**src/rtl/upg_mem_ctrl_if.sv**
```systemverilog
// Bus bundle for the UART-programmer memory controller: key input,
// programmer write port, CPU data-memory port, memory write ports,
// reset outputs and status.
interface upg_mem_ctrl_if;
    logic        spg_key;
    logic        upg_wen_i;
    logic        upg_done_i;
    logic [14:0] upg_adr_i;
    logic [31:0] upg_dat_i;
    logic        cpu_dmem_we;
    logic [13:0] cpu_dmem_adr;
    logic [31:0] cpu_dmem_dat;
    logic        imem_we;
    logic [13:0] imem_adr;
    logic [31:0] imem_dat;
    logic        dmem_we;
    logic [13:0] dmem_adr;
    logic [31:0] dmem_dat;
    logic        upg_rst;
    logic        cpu_rst;
    logic        prog_mode;
    logic [14:0] word_cnt;

    // Controller side
    modport slave (
        input  spg_key, upg_wen_i, upg_done_i, upg_adr_i, upg_dat_i,
        input  cpu_dmem_we, cpu_dmem_adr, cpu_dmem_dat,
        output imem_we, imem_adr, imem_dat,
        output dmem_we, dmem_adr, dmem_dat,
        output upg_rst, cpu_rst, prog_mode, word_cnt
    );

    // Environment side (key, programmer, CPU, memories)
    modport master (
        output spg_key, upg_wen_i, upg_done_i, upg_adr_i, upg_dat_i,
        output cpu_dmem_we, cpu_dmem_adr, cpu_dmem_dat,
        input  imem_we, imem_adr, imem_dat,
        input  dmem_we, dmem_adr, dmem_dat,
        input  upg_rst, cpu_rst, prog_mode, word_cnt
    );
endinterface

```
**src/rtl/upg_mem_ctrl.sv**
```systemverilog
// UART programmer memory controller. A rising edge of the start key moves
// the CPU into reset and lets the UART programmer write instruction or data
// memory; once the programmer signals done, the CPU is held in reset for
// FLUSH_CYC more cycles before running again.
module upg_mem_ctrl #(
    parameter int FLUSH_CYC = 4
) (
    input  logic          clk,
    input  logic          rst,
    upg_mem_ctrl_if.slave bus
);

    typedef enum logic [1:0] {
        ST_RUN   = 2'd0,
        ST_LOAD  = 2'd1,
        ST_FLUSH = 2'd2
    } state_t;

    localparam logic [3:0] FLUSH_INIT = 4'(FLUSH_CYC - 1);
    localparam logic [14:0] CNT_MAX   = 15'h7FFF;

    state_t      state_q, state_d;
    logic        key_q;
    logic [3:0]  flush_cnt_q, flush_cnt_d;
    logic        wr_pend_q, wr_pend_d;
    logic        wr_tgt_q, wr_tgt_d;
    logic [13:0] wr_adr_q, wr_adr_d;
    logic [31:0] wr_dat_q, wr_dat_d;
    logic [14:0] word_cnt_q, word_cnt_d;
    logic        upg_rst_q, upg_rst_d;
    logic        cpu_rst_q, cpu_rst_d;
    logic        prog_mode_q, prog_mode_d;

    // State, write pipeline, counters and registered status outputs.
    // The key register resets to 1 so a key already held down at reset is
    // not seen as a rising edge; reset also drops any pending write.
    always_ff @(posedge clk or posedge rst) begin
        if (rst) begin
            state_q     <= ST_RUN;
            key_q       <= 1'b1;
            flush_cnt_q <= 4'd0;
            wr_pend_q   <= 1'b0;
            wr_tgt_q    <= 1'b0;
            wr_adr_q    <= 14'd0;
            wr_dat_q    <= 32'd0;
            word_cnt_q  <= 15'd0;
            upg_rst_q   <= 1'b1;
            cpu_rst_q   <= 1'b1;
            prog_mode_q <= 1'b0;
        end else begin
            state_q     <= state_d;
            key_q       <= bus.spg_key;
            flush_cnt_q <= flush_cnt_d;
            wr_pend_q   <= wr_pend_d;
            wr_tgt_q    <= wr_tgt_d;
            wr_adr_q    <= wr_adr_d;
            wr_dat_q    <= wr_dat_d;
            word_cnt_q  <= word_cnt_d;
            upg_rst_q   <= upg_rst_d;
            cpu_rst_q   <= cpu_rst_d;
            prog_mode_q <= prog_mode_d;
        end
    end

    // Next-state logic: transitions, write capture and word counting.
    // Status outputs are derived from the next state so they change on the
    // same edge as the state itself.
    always_comb begin
        state_d     = state_q;
        flush_cnt_d = flush_cnt_q;
        wr_pend_d   = 1'b0;
        wr_tgt_d    = wr_tgt_q;
        wr_adr_d    = wr_adr_q;
        wr_dat_d    = wr_dat_q;
        word_cnt_d  = word_cnt_q;

        case (state_q)
            ST_RUN: begin
                if (bus.spg_key && !key_q) begin
                    state_d    = ST_LOAD;
                    word_cnt_d = 15'd0;
                end
            end
            ST_LOAD: begin
                // A strobe coinciding with done is still captured; it is
                // issued during the first FLUSH cycle.
                if (bus.upg_wen_i) begin
                    wr_pend_d = 1'b1;
                    wr_tgt_d  = bus.upg_adr_i[14];
                    wr_adr_d  = bus.upg_adr_i[13:0];
                    wr_dat_d  = bus.upg_dat_i;
                    if (word_cnt_q != CNT_MAX) begin
                        word_cnt_d = word_cnt_q + 15'd1;
                    end
                end
                if (bus.upg_done_i) begin
                    state_d     = ST_FLUSH;
                    flush_cnt_d = FLUSH_INIT;
                end
            end
            ST_FLUSH: begin
                if (flush_cnt_q == 4'd0) begin
                    state_d = ST_RUN;
                end else begin
                    flush_cnt_d = flush_cnt_q - 4'd1;
                end
            end
            default: begin
                state_d = ST_RUN;
            end
        endcase

        upg_rst_d   = (state_d != ST_LOAD);
        cpu_rst_d   = (state_d != ST_RUN);
        prog_mode_d = (state_d != ST_RUN);
    end

    // Memory port steering: programmer pipeline owns both memories outside
    // RUN; in RUN the CPU data port passes straight through.
    always_comb begin
        bus.imem_we  = wr_pend_q && !wr_tgt_q && (state_q != ST_RUN);
        bus.imem_adr = wr_adr_q;
        bus.imem_dat = wr_dat_q;
        bus.dmem_we  = wr_pend_q && wr_tgt_q && (state_q != ST_RUN);
        bus.dmem_adr = wr_adr_q;
        bus.dmem_dat = wr_dat_q;
        if (state_q == ST_RUN) begin
            bus.dmem_we  = bus.cpu_dmem_we;
            bus.dmem_adr = bus.cpu_dmem_adr;
            bus.dmem_dat = bus.cpu_dmem_dat;
        end
    end

    assign bus.upg_rst   = upg_rst_q;
    assign bus.cpu_rst   = cpu_rst_q;
    assign bus.prog_mode = prog_mode_q;
    assign bus.word_cnt  = word_cnt_q;

endmodule

```
**src/flat_wrapper.sv**
```systemverilog
// flat-port wrapper written by rule: the top's interface ports become plain ports
module upg_mem_ctrl_flat 
#(
    parameter int FLUSH_CYC = 4
)
  (clk, rst, bus_spg_key, bus_upg_wen_i, bus_upg_done_i, bus_upg_adr_i, bus_upg_dat_i, bus_cpu_dmem_we, bus_cpu_dmem_adr, bus_cpu_dmem_dat, bus_imem_we, bus_imem_adr, bus_imem_dat, bus_dmem_we, bus_dmem_adr, bus_dmem_dat, bus_upg_rst, bus_cpu_rst, bus_prog_mode, bus_word_cnt);
  upg_mem_ctrl_if bus_i ();
  input  logic clk;
  input  logic rst;
  input wire logic [$bits(bus_i.spg_key)-1:0] bus_spg_key;
  input wire logic [$bits(bus_i.upg_wen_i)-1:0] bus_upg_wen_i;
  input wire logic [$bits(bus_i.upg_done_i)-1:0] bus_upg_done_i;
  input wire logic [$bits(bus_i.upg_adr_i)-1:0] bus_upg_adr_i;
  input wire logic [$bits(bus_i.upg_dat_i)-1:0] bus_upg_dat_i;
  input wire logic [$bits(bus_i.cpu_dmem_we)-1:0] bus_cpu_dmem_we;
  input wire logic [$bits(bus_i.cpu_dmem_adr)-1:0] bus_cpu_dmem_adr;
  input wire logic [$bits(bus_i.cpu_dmem_dat)-1:0] bus_cpu_dmem_dat;
  output wire logic [$bits(bus_i.imem_we)-1:0] bus_imem_we;
  output wire logic [$bits(bus_i.imem_adr)-1:0] bus_imem_adr;
  output wire logic [$bits(bus_i.imem_dat)-1:0] bus_imem_dat;
  output wire logic [$bits(bus_i.dmem_we)-1:0] bus_dmem_we;
  output wire logic [$bits(bus_i.dmem_adr)-1:0] bus_dmem_adr;
  output wire logic [$bits(bus_i.dmem_dat)-1:0] bus_dmem_dat;
  output wire logic [$bits(bus_i.upg_rst)-1:0] bus_upg_rst;
  output wire logic [$bits(bus_i.cpu_rst)-1:0] bus_cpu_rst;
  output wire logic [$bits(bus_i.prog_mode)-1:0] bus_prog_mode;
  output wire logic [$bits(bus_i.word_cnt)-1:0] bus_word_cnt;
  assign bus_i.spg_key = bus_spg_key;
  assign bus_i.upg_wen_i = bus_upg_wen_i;
  assign bus_i.upg_done_i = bus_upg_done_i;
  assign bus_i.upg_adr_i = bus_upg_adr_i;
  assign bus_i.upg_dat_i = bus_upg_dat_i;
  assign bus_i.cpu_dmem_we = bus_cpu_dmem_we;
  assign bus_i.cpu_dmem_adr = bus_cpu_dmem_adr;
  assign bus_i.cpu_dmem_dat = bus_cpu_dmem_dat;
  assign bus_imem_we = bus_i.imem_we;
  assign bus_imem_adr = bus_i.imem_adr;
  assign bus_imem_dat = bus_i.imem_dat;
  assign bus_dmem_we = bus_i.dmem_we;
  assign bus_dmem_adr = bus_i.dmem_adr;
  assign bus_dmem_dat = bus_i.dmem_dat;
  assign bus_upg_rst = bus_i.upg_rst;
  assign bus_cpu_rst = bus_i.cpu_rst;
  assign bus_prog_mode = bus_i.prog_mode;
  assign bus_word_cnt = bus_i.word_cnt;
  upg_mem_ctrl #(.FLUSH_CYC(FLUSH_CYC)) u_core (.clk(clk), .rst(rst), .bus(bus_i));
endmodule
```
**config.mk**
```make
export PLATFORM = sky130hd
export DESIGN_NAME = upg_mem_ctrl_flat
export DESIGN_NICKNAME = d
export VERILOG_FILES = /design/src/rtl/upg_mem_ctrl_if.sv /design/src/rtl/upg_mem_ctrl.sv /design/src/flat_wrapper.sv
export SDC_FILE = /design/constraint.sdc
export NUM_CORES = 1
export LEC_CHECK = 0
export ABC_CLOCK_PERIOD_IN_PS = 2470
export CAP_MARGIN = 25
export CELL_PAD_IN_SITES_DETAIL_PLACEMENT = 1
export CELL_PAD_IN_SITES_GLOBAL_PLACEMENT = 1
export CORE_MARGIN = 2
export CORE_UTILIZATION = 29
export DETAILED_ROUTE_END_ITERATION = 6
export PLACE_DENSITY_LB_ADDON = 0.05
export SYNTH_ARGS = -nofsm -noshare
export SYNTH_HDL_FRONTEND = slang
export SYNTH_SLANG_ARGS = --single-unit
```
**constraint.sdc**
```tcl
create_clock -name clk -period 2.47 [get_ports clk]
set_clock_uncertainty 0.05 [all_clocks]
set_input_delay 0.247 -clock clk [delete_from_list [all_inputs] [get_ports clk]]
set_output_delay 0.247 -clock clk [all_outputs]
set_load 0.01 [all_outputs]
```
Word-level counts from Yosys, hierarchy flattened:

Cells that the tools add are included.
W data, S select, Z words.

* logic and storage cells: 54
* flip-flop bits (word level): 73
* bits of input ports: 99

* reduce and logical (&&, ||, !) cells: 16
* eq/ne operators: 9
* multiplexer cells: 16
* add/sub/neg operators: 2

Operators by type and width (count)
* $mux W15: 3
* $mux W32: 1
* $pmux W15 S2: 1
* $add A15 B1 Y15 const B: 1
* $ne A15 B15 Y1 const B: 1
* $mux W14: 1
* $mux W4: 2
* $pmux W4 S2: 1
* $reduce_bool A2 Y1: 4
* $mux W2: 3
* $ne A2 B1 Y1 const B: 3
* $ne A2 B2 Y1 const B: 3
* $pmux W2 S3: 1
* $logic_and A1 B1 Y1: 5
* $logic_not A4 Y1: 1
* $reduce_and A4 Y1: 1
* $sub A4 B1 Y4 const B: 1
* $mux W1: 3
* $reduce_and A3 Y1: 1
* $eq A2 B1 Y1 const B: 1
* $eq A2 B2 Y1 const B: 1
* $logic_not A1 Y1: 2
* $logic_not A2 Y1: 1
* $reduce_and A2 Y1: 1

Depth between registers and ports, before layout:

Gate-level depths: netlist of run 1.

* depth in word-level cells: 5
* gate-level depth with buffers: 6

Least setup slack after synthesis of run 1:

Ideal clock, no wire load.

* path kind: register to register
* start: register u_core.flush_cnt_q[0]
* end: register u_core.flush_cnt_q[1]
* cell stages (with the launch flop): 7
* buffers on the path: 0
* slack: 0.505 ns
* library setup time: 0.125 ns
* arrival: 1.790 ns
* clock period less this slack: 1.965 ns
* data required time: 2.295 ns
* path through: dfrtp_1 > inv_1 > ha_1 > or3b_2 > and2_1 > a21oi_1 > mux2_2

* word-level cells in the longest chain between the ends: 3
* elaborated cells on any way between the ends: 6
* classes of those cells: 1 x add/sub; 1 x eq/ne; 2 x mux; 2 x reduce/logical

Ends and longest elaborated chain
* start: declaration: line upg_mem_ctrl.sv:24 `logic [3:0] flush_cnt_q, flush_cnt_d;`
* start signal: assignment: line upg_mem_ctrl.sv:53 `flush_cnt_q <= flush_cnt_d;`
* $sub A4 B1 Y4 or $logic_not A4 Y1 (tied branches): line upg_mem_ctrl.sv:105, upg_mem_ctrl.sv:102
* $mux W4 or $ne A2 B2 Y1 (tied branches)
* $pmux W4 S2 or $reduce_and A3 Y1 (tied branches)

Several ways; a longest one is shown, not always the timed one. The select of a mux whose other input is x is not followed.
A chain may end at the register's enable or synchronous reset.

Final worst setup path of run 1:

* start: register u_core.state_q[1]
* end: output port bus_dmem_dat[10]

* word-level cells in the longest chain between the ends: 2

Ends and longest elaborated chain
* start: declaration: line upg_mem_ctrl.sv:22 `state_t state_q, state_d;`
* start signal: assignment: line upg_mem_ctrl.sv:51 `state_q <= state_d;`
* $logic_not A2 Y1: line upg_mem_ctrl.sv:127 `if (state_q == ST_RUN) begin`
* $mux W32: line upg_mem_ctrl.sv:127
* end: declaration: line flat_wrapper.sv:23 `output wire logic [$bits(bus_i.dmem_dat)-1:0] bus_dmem_dat;`

No other way between the ends.

==> reports/qor.csv, run 1 <==
stage,metric,value,unit
worst_setup_path,reg2reg_to,u_core.flush_cnt_q[1]$_DFFE_PP0P_,
global_routing,grt_max_degree,50,
power_and_ir_drop,power_density,1170,nW/µm²
floorplanning,dieArea,13800,µm²
synth,synthTopCellsByArea,"dfrtp_1 47%, mux2_2 28%, dfstp_2 2.1%, a2bb2oi_2 1.6%, inv_1 1.2%",
global_routing,grt_use_total,0.174,
power_and_ir_drop,power.share.switching,0.325,
clock_tree,cts_buffer_depth,2,
clock_tree,cts.sinks,73,
detailed_routing,viasPerCell,4.71,
synth,synth_ff_type,dfrtp_1,
global_routing,grt_use_met2,0.305,
global_routing,busiest_layer,met2,
timing,setup_viol,0,
detailed_routing,drtPass1Iterations,4,
floorplanning,die_w,117,µm
clock_tree,cts_hold_buf,0,
detailed_routing,vias,3204,
power_and_ir_drop,power_frac_comb,0.528,
detailed_routing,ant_nets,0,
synth,syn_inst,287,
detailed_routing,drt_wl_total,12.7,mm
synth,syn_nets,389,
final_layout,drive_above_1_share,0.278,
worst_setup_path,reg2reg_from,u_core.flush_cnt_q[0]$_DFFE_PP0P_,
worst_setup_path,cp_cell_sequence,nor2_4 -> clkbuf_16 -> mux2_2 -> clkdlybuf4s50_1,
final_layout,antennaDiodeCount,0,
floorplanning,io_pins,211,
synth,synthArstFlopShare,1.00,
power_and_ir_drop,power.switching,2.45,mW
timing,timing.fmax,0.419,GHz
timing,period_minus_slack,2390,ps
synth,synth_edf_count,0,
detailed_routing,drc,0,
power_and_ir_drop,total_power,7.52,mW
final_layout,area_growth,72.4,%
worst_setup_path,cp_slowest_stage_delay,490,ps
worst_setup_path,crit_fanout,24,
global_routing,antenna_found_initial,1,
power_and_ir_drop,clkPwrFrac,0.183,
clock_tree,cts_buffers,9,
timing,fin_crit_sh,0.967,
worst_setup_path,r2r_setup_slack,470,ps
clock_tree,clock_latency,330,ps
final_layout,final_common_cell,clkdlybuf4s50_1,
worst_setup_path,critPathCaptureType,primary output,
synth,synth.distinct_cells,50,
clock_tree,h-tree-depth,3,
synth,yosys_warnings,0,
final_layout,final_cell_mix,"210 x clkdlybuf4s50_1, 94 x mux2_2, 68 x dfrtp_1, 11 x inv_1, 10 x clkbuf_16",
final_layout,final_cells,680,
global_routing,grt_use_met1,0.213,
place,dp_hpwl,9.69,mm
floorplanning,core-area,12600,µm²
clock_tree,tritoncts,done,
floorplanning,rows,41,
timing,tightest_slew,609,ps
synth,syn_area_per_cell,13.0,µm²
clock_tree,clkTransAtPathRegs,60,ps
detailed_routing,drt-initial-drc-count,66,
hold_path,hold_path_class,input port to asynchronous set/reset pin,
synth,netlist_area,3720,µm²
run,cap_violations,0,
worst_setup_path,slowest_stage,clkdlybuf4s50_1,
worst_setup_path,crit_type,register to primary output,
worst_setup_path,start_kind,register,
synth,ys_seq_area_frac,0.492,
timing,final-max-slew-violation-count,0,
global_routing,grt_pass1_wl,17.9,mm
place,io_buffers,210,
detailed_routing,avgRoutedWirePerCell,18.6,µm
place,gp_congestion,0.754,
timing,holdWs,246,ps
worst_setup_path,ff2ff_path_depth,6,
worst_setup_path,cp.depth,4,
power_and_ir_drop,p_int,5.07,mW
global_routing,grt_pass1_vias,3149,
power_and_ir_drop,pwr-share-seq,0.289,
synth,synth_top_cell_by_area,dfrtp_1,
power_and_ir_drop,peakVddDrop,0.388,mV
synth,ys_seq_elements,73,
timing,slew_headroom,0.591,
clock_tree,root_buffer,clkbuf_16,
worst_setup_path,critPathArrivalTime,2090,ps
final_layout,nets,606,
timing,timing.final.hold_violations,0,
worst_setup_path,cpLargestDelayFamily,buffers and inverters,
global_routing,globalRouteOverflowTotal,0,
outcome,outcome,"complete, no violations",
floorplanning,fp.dieH,117,µm
place,place_inst,664,
worst_setup_path,worstPathRequired,2170,ps
worst_setup_path,critPathBufInv,2,
floorplanning,start_util,0.296,
synth,synth_top_area_share,0.471,
global_routing,grt_util_met3,0.0438,
power_and_ir_drop,p_leak,2.60,nW
power by group through the flow:
stage | combinational [mW] | sequential (mW) | clock [mW]
after floorplan | 1.60 | 2.28 | 0
after global placement | 3.90 | 2.18 | 0
after detailed placement | 3.96 | 2.21 | 0
after CTS | 3.97 | 2.18 | 1.42
after global routing | 4.24 | 2.25 | 1.47
final | 3.97 | 2.17 | 1.37
worst max path at each step:
stage                                                    end  slack, ps                        start
after detailed placement  u_core.bus.word_cnt[1]$_DFFE_PP0P_        300                  bus_spg_key
after floorplan           u_core.bus.imem_adr[0]$_DFFE_PP0P_        320                          rst
after CTS                                   bus_dmem_dat[29]         20  u_core.state_q[0]$_DFF_PP0_
after global placement    u_core.bus.word_cnt[1]$_DFFE_PP0P_        320                  bus_spg_key
final                                       bus_dmem_dat[10]         80  u_core.state_q[1]$_DFF_PP0_
after global routing                        bus_dmem_dat[10]         -2  u_core.state_q[1]$_DFF_PP0_
cell type report:
type	count	area (µm²)
Clock buffer	10	229
Clock inverter	5	81.3
Fill cell	1330	6150
Inverter	12	45.0
Multi-Input combinational cell	189	1790
Sequential cell	73	1830
Tap cell	172	215
Timing Repair Buffer	219	2220
through the flow:
| step | area [µm²] | utilization | setup WS (ps) | TNS (ps) |
|---|---|---|---|---|
| after floorplan | 3720 | - | 325 | 0 |
| final | 6420 | 0.511 | 81.3 | 0 |
| after global placement | 6080 | 0.484 | 323 | 0 |
| after global routing | 6420 | 0.511 | -1.84 | -2.73 |
| after detailed placement | 6080 | 0.484 | 302 | 0 |
| after CTS | 6390 | 0.508 | 23.4 | 0 |
registers in the layout, summed over array words and instances (netlist names):
signal                flops
u_core.key_q              1
u_core.state_q            2
u_core.wr_tgt_q           1
u_core.bus.imem_dat      32
u_core.bus.prog_mode      1
u_core.bus.imem_adr      14
u_core.bus.upg_rst        1
u_core.flush_cnt_q        4
u_core.bus.cpu_rst        1
u_core.bus.word_cnt      15
u_core.wr_pend_q          1
per-layer routing:
| layer | vias up | share of wire |
|---|---|---|
| met5 | - | 0.0013 |
| met4 | 2 | 0.010 |
| met3 | 15 | 0.073 |
| met2 | 109 | 0.52 |
| met1 | 1587 | 0.40 |
| li1 | 1491 | - |
timing repair:
action                                 in CTS  in global routing
setup endpoints to repair                   0                 46
endpoints found under the hold margin       0                  0
setup buffers                               0                  0
gates resized for setup                     0                  2
cell usage after synthesis (2+ instances only):
| cell | number |
|---|---|
| nand4_1 | 5 |
| o21ai_2 | 2 |
| clkbuf_1 | 3 |
| a21oi_2 | 2 |
| xor2_1 | 2 |
| inv_1 | 12 |
| nand3_1 | 6 |
| dfrtp_1 | 70 |
| a2bb2oi_2 | 4 |
| nor2b_1 | 2 |
| o21ai_0 | 4 |
| dfstp_2 | 3 |
| or4_1 | 2 |
| buf_2 | 7 |
| o211ai_1 | 3 |
| a21oi_1 | 5 |
| or3b_2 | 2 |
| a21o_1 | 3 |
| ha_1 | 3 |
| mux2_2 | 94 |
| nor3_1 | 8 |
| nand2b_1 | 2 |
| o211ai_2 | 2 |
| a21boi_0 | 3 |
| nor3b_1 | 2 |
| buf_1 | 2 |
| mux2i_1 | 2 |
| nand2_1 | 8 |
| a22o_1 | 2 |
| nor2_1 | 2 |
kinds of logic after synthesis:
family | count (synthesis) | synth area share
buffers and inverters | 25 | 0.0296
xor gates and xnor gates | 2 | 0.00471
muxes | 96 | 0.290
and+or+nand+nor | 50 | 0.0844
adders and majority gates | 3 | 0.0101
DFF | 73 | 0.492
AOI/OAI and AO/OA | 38 | 0.0898
(Power assumes the default switching activity.)
==> run 2, diff against run 1 <==
--- a/config.mk
+++ b/config.mk
@@ -11,6 +11,7 @@
 export CELL_PAD_IN_SITES_GLOBAL_PLACEMENT = 1
 export CORE_MARGIN = 2
 export CORE_UTILIZATION = 29
+export CTS_CLUSTER_SIZE = 10
 export DETAILED_ROUTE_END_ITERATION = 6
 export PLACE_DENSITY_LB_ADDON = 0.05
 export SYNTH_ARGS = -nofsm -noshare
==> results of run 2 <==
The final DEF is identical to that of run 1; final timing and power are the same.
==> run 3, diff against run 2 <==
--- a/config.mk
+++ b/config.mk
@@ -7,10 +7,8 @@
 export LEC_CHECK = 0
 export ABC_CLOCK_PERIOD_IN_PS = 2470
 export CAP_MARGIN = 25
-export CELL_PAD_IN_SITES_DETAIL_PLACEMENT = 1
-export CELL_PAD_IN_SITES_GLOBAL_PLACEMENT = 1
 export CORE_MARGIN = 2
-export CORE_UTILIZATION = 29
+export CORE_UTILIZATION = 39
 export CTS_CLUSTER_SIZE = 10
 export DETAILED_ROUTE_END_ITERATION = 6
 export PLACE_DENSITY_LB_ADDON = 0.05
==> reports/qor.csv, run 3 (synthesis results as in run 1) <==
stage,metric,value,unit,change
outcome,outcome,"complete, no violations",,
worst_setup_path,start_kind,register,,
detailed_routing,avgRoutedWirePerCell,17.5,µm,-5.7%
clock_tree,cts_buffer_depth,2,,unchanged
power_and_ir_drop,power.share.switching,0.336,,+0.0102
clock_tree,cts_setup_buffers,0,,unchanged
final_layout,area_growth,66.5,%,
global_routing,grt_use_total,0.201,,+0.0272
place,place_inst,618,,-6.9%
timing,grt_setup_unrepaired,no,,
floorplanning,die_w,102,µm,-13%
floorplanning,rows,35,,-15%
timing,final-max-slew-violation-count,0,,unchanged
timing,timing.final.hold_violations,0,,unchanged
floorplanning,dieArea,10300,µm²,-25%
place,placed_area,6000,µm²,-1.3%
detailed_routing,ant_nets,0,,unchanged
worst_setup_path,critPathArrivalTime,2090,ps,about the same
power_and_ir_drop,peakVddDrop,0.543,mV,+40%
detailed_routing,vias,3121,,-2.6%
floorplanning,core-area,9240,µm²,-26%
floorplanning,io_pins,211,,unchanged
worst_setup_path,critPathCaptureType,primary output,,
place,dp_hpwl,8.42,mm,-13%
power_and_ir_drop,power.switching,2.31,mW,-5.6%
timing,timing.fmax,0.418,GHz,about the same
power_and_ir_drop,power_frac_comb,0.572,,+0.044
detailed_routing,drt_wl_total,11.1,mm,-12%
worst_setup_path,worstPathRequired,2170,ps,about the same
final_layout,nFillCells,749,,-44%
global_routing,grt_pass1_wl,16.0,mm,-11%
clock_tree,h-tree-depth,3,,unchanged
power_and_ir_drop,power_density,1110,nW/µm²,-5.3%
detailed_routing,drtPass1Iterations,4,,unchanged
clock_tree,cts-resized-gates,0,,unchanged
timing,fin_crit_sh,0.968,,about the same
global_routing,globalRouteOverflowTotal,0,,unchanged
floorplanning,fp.dieH,102,µm,-13%
hold_path,hold_path_class,input port to asynchronous set/reset pin,,
final_layout,fin_area,6200,µm²,-3.4%
detailed_routing,viasPerCell,4.91,,+4.3%
detailed_routing,drc,0,,unchanged
clock_tree,root_buffer,clkbuf_8,,
worst_setup_path,crit_type,register to primary output,,
clock_tree,clock_latency,330,ps,about the same
run,cap_violations,0,,unchanged
worst_setup_path,r2r_setup_slack,370,ps,-100 ps
final_layout,final_common_cell,clkdlybuf4s50_1,,
final_layout,final_cells,635,,-6.6%
final_layout,final_cell_mix,"210 x clkdlybuf4s50_1, 94 x mux2_2, 68 x dfrtp_1, 11 x inv_1, 10 x clkbuf_8",,
place,io_buffers,210,,unchanged
global_routing,antenna_found_initial,0,,-1
timing,tns,0,ps,unchanged
timing,holdWs,282,ps,+35.3 ps
clock_tree,cts_buffers,9,,unchanged
place,gp_congestion,0.769,,+2.0%
final_layout,final_util,0.671,,+0.160
final_layout,drive_above_1_share,0.271,,-0.00681
worst_setup_path,crit_fanout,25,,+4.2%
final_layout,antennaDiodeCount,0,,unchanged
power_and_ir_drop,pwr-share-seq,0.311,,+0.022
floorplanning,start_util,0.403,,+0.107
power_and_ir_drop,clkPwrFrac,0.117,,-0.066
clock_tree,tritoncts,done,,
global_routing,grt_pass1_vias,3021,,-4.1%
timing,tightest_slew,624,ps,+15.4 ps
power_and_ir_drop,p_int,4.57,mW,-9.9%
timing,setup_viol,0,,unchanged
timing,period_minus_slack,2390,ps,+1.71 ps
clock_tree,cts.sinks,73,,unchanged
clock_tree,cts_hold_buf,0,,unchanged
detailed_routing,drt-initial-drc-count,58,,-12%
final_layout,largest_reg_flops,32,,unchanged
power_and_ir_drop,p_leak,2.52,nW,-3.1%
global_routing,grt_max_degree,74,,+48%
final_layout,nets,603,,-0.50%
timing,slew_headroom,0.581,,-0.0104
clock_tree,clkTransAtPathRegs,80,ps,+20 ps
run 3: cell count changes in the layout (fill, tap and decap cells not counted):
cell,change
clkinv_4,-1
clkinv_2,+1
clkbuf_8,+10
buf_4,-3
clkbuf_16,-9
bufinv_16,-2
clkbuf_1,+2
run 3: worst max-delay path, stage by stage, from the launching register on:
cell and delay [ps]:
dfrtp_2 460, nor2_4 210, buf_12 220, mux2_2 370, clkdlybuf4s50_1 500
run 3: final cells by class:
class | instances | area, µm² | share of cell area
Timing Repair Buffer | 216 | 2200 | 0.355
Sequential cell | 73 | 1830 | 0.296
Multi-Input combinational cell | 189 | 1790 | 0.289
Tap cell | 129 | 161 | 0.0260
Clock buffer | 13 | 149 | 0.0240
Inverter | 12 | 45.0 | 0.00727
Clock inverter | 3 | 17.5 | 0.00283
run 3: stage by stage:
step	worst slack (ps)	power [mW]
after floorplan	325	3.88
after global placement	359	5.99
after detailed placement	323	6.08
after CTS	13.0	6.89
after global routing	6.69	7.28
final	79.6	6.88
run 3: final timing paths:
kind / start / to / cells after the start
max in group asynchronous: rst / u_core.key_q$_DFF_PP1_ / 3
min in group clk: bus_spg_key / u_core.key_q$_DFF_PP1_ / 1
hold / removal: rst / u_core.bus.imem_dat[24]$_DFFE_PP0P_ / 3
setup / recovery: u_core.state_q[1]$_DFF_PP0_ / bus_dmem_dat[17] / 4
setup reg to reg: u_core.flush_cnt_q[0]$_DFFE_PP0P_ / u_core.flush_cnt_q[1]$_DFFE_PP0P_ / 6
hold reg to reg: u_core.bus.imem_dat[19]$_DFFE_PP0P_ / u_core.bus.imem_dat[19]$_DFFE_PP0P_ / 1
run 3: metal layers:
metal	vias up	track usage	wire (µm)
met5	-	0	0
met4	0	0.0572	74
met3	6	0.0345	673
met2	100	0.364	5920
met1	1524	0.246	4470
li1	1491	-	-
run 3: power by group through the flow:
stage | clock (mW) | sequential, mW | combinational [mW]
4_1_cts | 0.832 | 2.14 | 3.92
3_3_place_gp | 0 | 2.14 | 3.84
3_5_place_dp | 0 | 2.17 | 3.91
2_1_floorplan | 0 | 2.28 | 1.60
6_report | 0.804 | 2.14 | 3.93
5_1_grt | 0.871 | 2.22 | 4.19
